==> src/rtl/fsm_cc8_in_cond.sv <==
// Input conditioner for the cc8 control FSM: sync, debounce and edge-detect
// the raw go/jmp/sk0/sk1 inputs into clean clock-aligned controls.
module fsm_cc8_in_cond #(
   parameter int DEB_CNT   = 4,
   parameter int CNT_W     = 3,
   parameter int JMP_PULSE = 0
) (
   input  logic clk,
   input  logic rst,
   input  logic go_raw,
   input  logic jmp_raw,
   input  logic sk0_raw,
   input  logic sk1_raw,
   output logic go,
   output logic jmp,
   output logic sk0,
   output logic sk1
);

   localparam logic [CNT_W-1:0] CNT_MAX = CNT_W'(DEB_CNT - 1);

   // channel order: 0 go, 1 jmp, 2 sk0, 3 sk1
   logic [3:0]       raw;
   logic [3:0]       s1_q, s2_q;
   logic [3:0]       lvl_q, lvl_d;
   logic [3:0]       rise_q, rise_d;
   logic [CNT_W-1:0] cnt_q [4];
   logic [CNT_W-1:0] cnt_d [4];

   assign raw = {sk1_raw, sk0_raw, jmp_raw, go_raw};

   always_ff @(posedge clk) begin
      if (rst) begin
         s1_q   <= '0;
         s2_q   <= '0;
         lvl_q  <= '0;
         rise_q <= '0;
         for (int i = 0; i < 4; i++) cnt_q[i] <= '0;
      end else begin
         s1_q   <= raw;
         s2_q   <= s1_q;
         lvl_q  <= lvl_d;
         rise_q <= rise_d;
         for (int i = 0; i < 4; i++) cnt_q[i] <= cnt_d[i];
      end
   end

   always_comb begin
      lvl_d = lvl_q;
      for (int i = 0; i < 4; i++) begin
         cnt_d[i] = '0;
         if (s2_q[i] != lvl_q[i]) begin
            if (cnt_q[i] == CNT_MAX) lvl_d[i] = s2_q[i];
            else cnt_d[i] = cnt_q[i] + CNT_W'(1);
         end
      end
      rise_d = lvl_d & ~lvl_q;
   end

   always_comb begin
      go  = rise_q[0];
      jmp = (JMP_PULSE != 0) ? rise_q[1] : lvl_q[1];
      sk0 = lvl_q[2];
      sk1 = lvl_q[3];
   end

endmodule

==> config.mk <==
export PLATFORM = sky130hd
export DESIGN_NAME = fsm_cc8_in_cond
export DESIGN_NICKNAME = d
export VERILOG_FILES = /design/src/rtl/fsm_cc8_in_cond.sv
export SDC_FILE = /design/constraint.sdc
export NUM_CORES = 1
export LEC_CHECK = 0
export ABC_AREA = 1
export ABC_CLOCK_PERIOD_IN_PS = 1100
export BUFFER_PORTS_ARGS = -buffer_cell sky130_fd_sc_hd__buf_2
export CAP_MARGIN = 20
export CORE_UTILIZATION = 55
export CTS_CLUSTER_DIAMETER = 50
export DETAILED_ROUTE_END_ITERATION = 16
export PLACE_DENSITY_LB_ADDON = 0.15
export SLEW_MARGIN = 10
export SYNTH_ARGS = -nofsm -noshare
export SYNTH_HDL_FRONTEND = slang
export SYNTH_SLANG_ARGS = --single-unit
==> constraint.sdc <==
create_clock -name clk -period 1.1 [get_ports clk]
set_input_delay 0.165 -clock clk [delete_from_list [all_inputs] [get_ports clk]]
set_output_delay 0.165 -clock clk [all_outputs]
set_load 0.01 [all_outputs]
Word level (Yosys, flattened, before mapping)
Memories as Yosys holds them, arrays and structs flattened.
Cells that the tools add are included.
Operators by class
  $add $sub $neg: 4
  equality and inequality tests: 8
  mux-type cells: 23
  bitwise logic cells: 6
Operator list (number)
  $mux W3: 12
  $add A3 B1 Y3 const B: 4
  $eq A3 B2 Y1 const B: 4
  $mux W1: 11
  $ne A1 B1 Y1: 4
  $or A1 B1 Y1: 4
  $and A1 B1 Y1: 1
  $not A1 Y1: 1
Storage, ports and cells
  register bits: 13
  memory bits (writable): 12
  bits of input ports: 6
  output and inout bits: 4
  word-level logic and storage cells: 46
  memories: 1
Memories
  cnt_q: depth 4, width 3, read ports 4, clocked after Yosys merged registers in 0, write ports 4, RTL line 27  | logic [CNT_W-1:0] cnt_q [4];

Logic depth before layout (Yosys ltp)
  word-level depth: 4
  gate-level depth with buffers: 5
  gate-level depth less buffers: 5

Worst setup path before layout
OpenSTA, ideal clock, no wires.
  kind: reg-to-reg
  start point: memory cnt_q[0][0]
  end point: memory cnt_q[0][0]
  library setup time: 0.064 ns
  arrival: 0.972 ns
  data required time: 1.036 ns
  slack: 0.064 ns
  stages on the path, launching flop included: 6
  buffers on the path: 0
  period minus slack after synthesis: 1.036 ns
  cells stage by stage: dfxtp_1 ha_1 ha_1 nor2_4 nand3_2 nor2_1
RTL lines (RTL line)
  start, declared: 27

==> metrics <==
run status=finished, final reports clean; crit-path cells=ha_4 > ha_4 > nor2_4 > nand3_2 > nor2_1; Area Overhead vs Synth=16.7%; # nets final=139; IO Pins=10; Slew @ Worst Pin=417 ps; number of max-cap violations=0; met2 wire length=726 um; DRC=0; CP Data Arrival Time=1320 ps; core area=1580 sq um; Die Ht=44.2 um; drt initial violations=9; Post-Route WL=1.33 mm; Top Family by Delay on Critical Path=flip-flops; smallest setup slack after layout=40.0 ps; via count=653; worst hold slack=33.8 ps; CTS buffer count=3; num rows=14; grt total ovfl=0; Post-Synthesis Cells=113; Seq/Total Area, Yosys=51.1%; slowest stage delay, CP=360 ps; crit path max-delay cell type=dfxtp_2; vias per std cell=4.66; CTS tree=done; min Tclk post-route=1060 ps; met3 wire len=33 um; synth warn=0; final setup vio count=0; gp weighted congestion=0.710; CP Launch Point=cnt_q[0][0]$_SDFF_PP0_; VDD IR-drop max=873 uV; initial antenna violation count=0; Pre-antenna DRT Iters=4; max_slew headroom=72.2%; fin crit share=96.4%; most common cell after layout, fill and taps aside=inv_1; Leakage Power=0.469 nW; global-route usage over all layers=14.9%; clock-pin slew on the worst setup and hold paths=130 ps; Crit path buffers/inverters=0; required time worst endpoint=1360 ps; Multi-input gate area=442 sq um; Setup TNS=0 ps; Min-Delay Startpoint=go_raw; routed len/inst=9.51 um; share of cells above drive strength 1=29.8%; ant diodes=0; Root Driver=clkbuf_4; register area=505 sq um; DP Worst Slack=-20.1 ps; crit path max fanout=4; hpwl dp=940 um; hold crit path type=in -> reg; initial core utilization=62.1%; synthesized flop and latch total=25; vias in the first global route=562; mapped cell area=980 sq um; Power Density=1220 nW/um^2; first-pass GRT wire length=2.08 mm; Final Skew=8.69 ps; commonest cells after routing, fill and taps aside=inv_1, nor2_1, dfxtp_1; Placed Instance Area=1020 sq um; post-route ant nets=0; # port buffers=9; fin area=1140 sq um; Filler cells=135; syn_area_per_cell=8.67 sq um; Final Max Slew Viols=0; H-tree Lvls=1; Synth cell types=12; DR top layer=met4; Skew-Pair Late Insertion Delay=320 ps; Worst Setup Start Kind=flop; CP Class=reg -> reg; met1 WL=551 um; Hold Vio Cnt, Final=0; cell mode on critical path=ha_4; CP endpoint kind=flop; clock sinks=25; fmax=943 MHz; maximum clock insertion buffer count=2; reg2reg start=cnt_q[0][0]$_SDFF_PP0_; pin count of the biggest net entering global routing=18; die width=44.2 um; Die Footprint=1950 sq um; Post-Syn Nets=127
## sequential cells by signal (all words and copies together) (netlist names)
| register | count |
|---|---|
| cnt_q | 12 |
| lvl_q | 4 |
| s2_q | 4 |
| rise_q | 1 |
| s1_q | 4 |
## metrics by stage
| stage | total power [mW] | cells | util (%) |
|---|---|---|---|
| after detailed placement | 1.01 | 136 | 64.7 |
| after CTS | 1.41 | 140 | 66.8 |
| final | 1.39 | 140 | 72.5 |
| after global routing | 1.45 | 140 | 72.5 |
| after floorplan | 1.00 | 113 | - |
| after global placement | 1.01 | 136 | 64.7 |
## path summary, 6_finish.rpt
| path | endpoint | slack [ps] | depth (start not counted) |
|---|---|---|---|
| worst max-delay path | cnt_q[0][0]$_SDFF_PP0_ | 40 | 5 |
| worst min-delay path | s1_q[0]$_SDFF_PP0_ | 30 | 3 |
| worst max register to register | cnt_q[0][0]$_SDFF_PP0_ | 40 | 5 |
| worst min register to register | cnt_q[1][0]$_SDFF_PP0_ | 410 | 1 |
## cell type report
cell class / count / area share, %
Clock buffer: 4 / 2.30
Inverter: 28 / 9.19
Multi-Input combinational cell: 58 / 38.6
Tap cell: 16 / 1.75
Sequential cell: 25 / 44.2
Timing Repair Buffer: 9 / 3.94
## layer usage
layer | global-route usage, % | vias up
li1 | - | 353
met1 | 14.2 | 291
met2 | 28.8 | 7
met3 | 2.45 | 2
met4 | 9.09 | 0
met5 | 0 | -
## kinds of logic (layout without fill, tap and decap cells)
group	count (synthesis)	in the layout	synth area share (%)
compound gates	1	1	0.510
simple gates	49	49	24.9
buf+inv	30	41	13.3
fa+ha+maj	8	8	10.2
flops	25	25	51.1
## power by group
group | internal, mW | switching [mW]
clock network | 0.142 | 0.256
logic | 0.0257 | 0.0360
registers | 0.924 | 0.0104
## worst min-delay path: stages
cell and delay [ps]:
buf_2 90, inv_1 40, nor2_1 30
## repair_timing
action / 4_1_cts / 5_1_grt
endpoints found under the setup margin: 5 / 14
hold buffers: 0 / 0
pin swaps: 0 / 5
gates resized for setup: 3 / 20
setup buffers: 0 / 0
## synth_stat cells, drive strengths merged
library cell	number	area [sq um]
nor3	3	15.0
buf	1	11.3
nand3	5	45.0
dfxtp	25	500
a21oi	1	5.00
ha	8	100
nand2	10	37.5
clkbuf	1	13.8
inv	28	105
nor2	31	146
(Power assumes the default switching activity.)
